**config.mk**
```make
export PLATFORM = sky130hd
export DESIGN_NAME = counter_write_arbiter
export DESIGN_NICKNAME = d
export VERILOG_FILES = /design/src/rtl/counter_write_arbiter.sv
export SDC_FILE = /design/constraint.sdc
export NUM_CORES = 1
export LEC_CHECK = 0
export BUFFER_PORTS_ARGS = -buffer_cell sky130_fd_sc_hd__buf_2
export CORE_MARGIN = 2
export CORE_UTILIZATION = 44
export CTS_BUF_LIST = sky130_fd_sc_hd__clkbuf_16
export DETAILED_ROUTE_END_ITERATION = 10
export HOLD_SLACK_MARGIN = 0.05
export PLACE_DENSITY = 0.85
export SYNTH_ARGS = -nofsm -noshare
export SYNTH_HDL_FRONTEND = slang
export SYNTH_SLANG_ARGS = --single-unit
```
**constraint.sdc**
```tcl
create_clock -name clk -period 4.09 [get_ports clk]
set_input_delay 0 -clock clk [delete_from_list [all_inputs] [get_ports clk]]
set_output_delay 0 -clock clk [all_outputs]
set_load 0.02 [all_outputs]
```
**src/rtl/counter_write_arbiter.sv**
```systemverilog
// Two-client round-robin arbiter that read-modify-writes a shared 8-bit counter.
// Each grant drives one write port with value + delta, then pulses the owner's ack.
module counter_write_arbiter #(
  parameter bit SATURATE = 1'b0
) (
  input  logic       clk,
  input  logic       nrst,
  input  logic       req1,
  input  logic [7:0] delta1,
  output logic       ack1,
  input  logic       req2,
  input  logic [7:0] delta2,
  output logic       ack2,
  input  logic [7:0] value,
  output logic [7:0] wrdata1,
  output logic       wr1,
  output logic [7:0] wrdata2,
  output logic       wr2,
  output logic       busy
);

  typedef enum logic [1:0] {
    IDLE  = 2'd0,
    GRANT = 2'd1,
    ACK   = 2'd2
  } state_t;

  // owner/last: 0 = client 1, 1 = client 2
  state_t     state_q, state_d;
  logic       owner_q, owner_d;
  logic       last_q, last_d;
  logic [8:0] sum9;
  logic [7:0] sum8;

  always_ff @(posedge clk) begin
    if (!nrst) begin
      state_q <= IDLE;
      owner_q <= 1'b0;
      last_q  <= 1'b1;
    end else begin
      state_q <= state_d;
      owner_q <= owner_d;
      last_q  <= last_d;
    end
  end

  always_comb begin
    state_d = state_q;
    owner_d = owner_q;
    last_d  = last_q;
    case (state_q)
      IDLE: begin
        if (req1 && req2) begin
          owner_d = ~last_q;
          state_d = GRANT;
        end else if (req1) begin
          owner_d = 1'b0;
          state_d = GRANT;
        end else if (req2) begin
          owner_d = 1'b1;
          state_d = GRANT;
        end
      end
      GRANT: begin
        state_d = ACK;
        last_d  = owner_q;
      end
      ACK:     state_d = IDLE;
      default: state_d = IDLE;
    endcase
  end

  // Ninth bit of the sum is the carry that either wraps away or forces a clamp.
  always_comb begin
    sum9 = {1'b0, value} + {1'b0, (owner_q ? delta2 : delta1)};
    if (SATURATE && sum9[8]) begin
      sum8 = 8'hFF;
    end else begin
      sum8 = sum9[7:0];
    end
  end

  always_comb begin
    wr1     = (state_q == GRANT) && !owner_q;
    wr2     = (state_q == GRANT) && owner_q;
    wrdata1 = wr1 ? sum8 : 8'h00;
    wrdata2 = wr2 ? sum8 : 8'h00;
    ack1    = (state_q == ACK) && !owner_q;
    ack2    = (state_q == ACK) && owner_q;
    busy    = (state_q != IDLE);
  end

endmodule

```
==> results.md <==
* Status: complete, no violations
* Clk Latency, worst-skew pair at between 0.2 and 0.25 ns
* Logic gate share of total power at between 30% and 40%
* Synth warn at 0
* Met1 Track Usage GR at a little over a fifth
* FF/Latch Area at ~80 um2
* Rows at 14
* GRT Max-Usage Layer: met2
* Hold Crit Class: in2reg
* Max Clock Freq at 0.346 GHz
* Post-CTS setup buffers at 0
* GR met3 Demand/Resource at 5.31%
* Crit path time final at between 2 and 3 ns
* Die ar. at between 0.0015 and 0.002 mm2
* Clock Pin Slew Worst Setup and Hold Paths at 0.03 ns
* # diodes at 0
* Setup_tns at 0 ns
* Pleak at around 0.56 nW
* Worst slew margin at 66.9%
* Clock share of power at a little under half
* Mapped Nets at 132
* Largest net degree at the start of global routing at 14
* Total Wirelength at roughly 1900 um
* Power density cells at roughly 320 mW/mm2
* Sequential element share of the synthesized area at between 10% and 20%
* Die Ht at 44.0 um
* Final Hold Viols at 0
* CP startpoint kind: flop
* Via density at between 5 and 6
* Share of cells above drive strength 1 at between 40 and 50%
* Clk root buf: clkbuf_16
* CP max FO at 13
* Setup crit end kind: output pin
* Internal power at around 0.00022 W
* Worst Clk Skew at between 0.002 and 0.0025 ns
* CP Launch Point: owner_q
* Grt total ovfl at 0
* Detailed Routing Iterations Pass 1 at 4
* Sw Share at about 32%
* # setup viols final at 0
* Critical path class: reg2out
* Synth area leader: ha_1
* Area occupied by multi-input gates at between 500 and 600 um2
* ANT nets after route at 0
* Most frequent cells in the layout: buf_2, nand2_1, nor2_1
* CTS tree: done
* Tot GR Track Use at between 20% and 30%
* Vias in the first global route at between 700 and 800
* Part of the power in registers at 14.6%
* Main area contributors after synthesis: ha_1, dfxtp_1, mux2_2, nand2_1, nor2_1
* WP data required at 4.09 ns
* Final #Nets at between 150 and 200
* Initial antenna violation count at 0
* DR vias at 880
* Reg2reg start: owner_q
* Count of final max-slew check failures at 0
* Hold path startpoint: req2
* Peak VDD IR at between 0.15 and 0.2 mV
* Die X at 44.0 um
* Filler cells at ~130
* HPWL Detailed at roughly 1600 um
* Switching power at 0.000106 W
* Initial Utilization at a little under half
* H-tree depth at 1
* Number of distinct library cells after synthesis at 35
* Total CTS buffers at 3
* Top cell type's share of synthesized area at between 10% and 20%
* Synth Cell Area at between 700 and 800 um2
* Most common cell after layout, fill and taps aside: buf_2
* DRC Markers at 0
* Syn avg cell area at roughly 7.4 um2
* Hold WS at 0.0542 ns
* Mapped Cells at 96
* GR Util met2 at between 30% and 40%
* WP data arrival at between 2 and 3 ns
* Ports at 49
* Max-cap violations at 0
* Max Root-Sink Buffers at 2
* First DRT Iteration DRCs at 12
* First-pass GRT wire length at ~3000 um
* Synth Register Bits at 4
* Clk sink count at 4
* Area Overhead vs Synth at 47.2%
* Number of port buffers at 48
* RSZ-0062 raised after global routing: no
* Core area at between 0.0015 and 0.002 mm2
* Period utilization at a little over two thirds
* Routed len/inst at around 12 um
* Gp weighted congestion at around 0.78
* Slew @ Worst Pin at 0.496 ns
metrics by stage:
step | instance area [um2] | instances | worst slack (ns) | util (%) | total power (W)
detailed placement | 953 | 157 | 1.47 | 63.3 | 0.000177
floorplan | 706 | 96 | 1.63 | - | 0.000138
global placement | 953 | 157 | 1.56 | 63.3 | 0.000172
finish | 1040 | 161 | 1.20 | 68.9 | 0.000330
global route | 1040 | 161 | 1.03 | 68.9 | 0.000352
CTS | 1040 | 161 | 1.24 | 68.9 | 0.000332
synth_stat cells:
cell type / number
buf_1: 1
xor2_1: 1
inv_2: 1
inv_1: 2
and3_2: 1
nand2_1: 11
nand4b_1: 2
and2_1: 4
o21ai_0: 5
a211o_2: 1
nand2b_1: 1
xnor2_1: 2
buf_2: 1
o211ai_1: 2
nor2b_1: 2
nor2_1: 10
clkbuf_1: 1
fa_1: 1
or3_1: 1
o31ai_1: 2
nand3_1: 4
dfxtp_1: 4
mux2i_1: 1
nor3b_1: 4
a21o_1: 1
or4_1: 2
ha_1: 7
a32oi_1: 1
nand4_1: 2
a211oi_1: 1
a211o_1: 1
a21oi_1: 4
mux2_2: 7
clkinv_1: 2
nand3b_1: 3
power groups by stage:
| stage | combinational (W) | clock [W] | sequential (W) |
|---|---|---|---|
| 6_report | 0.000130 | 0.000152 | 0.0000482 |
| 5_1_grt | 0.000144 | 0.000159 | 0.0000488 |
| 4_1_cts | 0.000130 | 0.000154 | 0.0000482 |
| 3_5_place_dp | 0.000128 | 0 | 0.0000488 |
| 3_3_place_gp | 0.000124 | 0 | 0.0000484 |
| 2_1_floorplan | 0.0000926 | 0 | 0.0000455 |
routing by layer:
metal | up-vias | part of all wire [%]
li1 | 449 | -
met1 | 399 | 40
met2 | 30 | 54
met3 | 2 | 4.7
met4 | 0 | 0.80
met5 | - | 0
worst max-delay path, stage by stage, from the launching register on:
cell and delay, ns:
dfxtp_1 0.62, mux2_2 0.40, ha_1 0.32, a21oi_1 0.35, o21ai_0 0.25, or4_1 0.50, nand2_1 0.07, buf_2 0.15
layout make-up:
type / instances / area share [%]
Multi-Input combinational cell: 84 / 57.2
Tap cell: 16 / 1.93
Inverter: 5 / 1.81
Timing Repair Buffer: 49 / 24.1
Clock buffer: 3 / 7.23
Sequential cell: 4 / 7.71
registers in the layout, indices dropped and copies added (netlist names):
register	cells
owner_q	1
last_q	1
state_q	2
kinds of logic (layout without fill, tap and decap cells):
kind of cell | count (synthesis) | in the layout | synth area share [%]
adder cells (fa/ha/maj) | 8 | 8 | 15.2
flip-flops | 4 | 4 | 11.3
XOR/XNOR | 3 | 3 | 3.72
AND/OR/NAND/NOR | 47 | 47 | 36.0
multiplexers | 8 | 8 | 12.6
buffers and inverters | 8 | 57 | 4.43
AO/OA/AOI/OAI | 18 | 18 | 16.7
worst paths after layout:
path / end / slack, ns / cells after the start
worst max-delay path: wrdata1[7] / 1.20 / 7
worst min-delay path: state_q[0] / 0.05 / 3
worst max register to register: last_q / 2.93 / 2
worst min register to register: last_q / 0.50 / 2
what timing repair did:
action                                 in CTS  in global routing
gates resized for setup                     0                  0
hold buffers                                1                  0
endpoints found under the hold margin       3                  0
No activity file was read; power rests on OpenSTA's default activity.
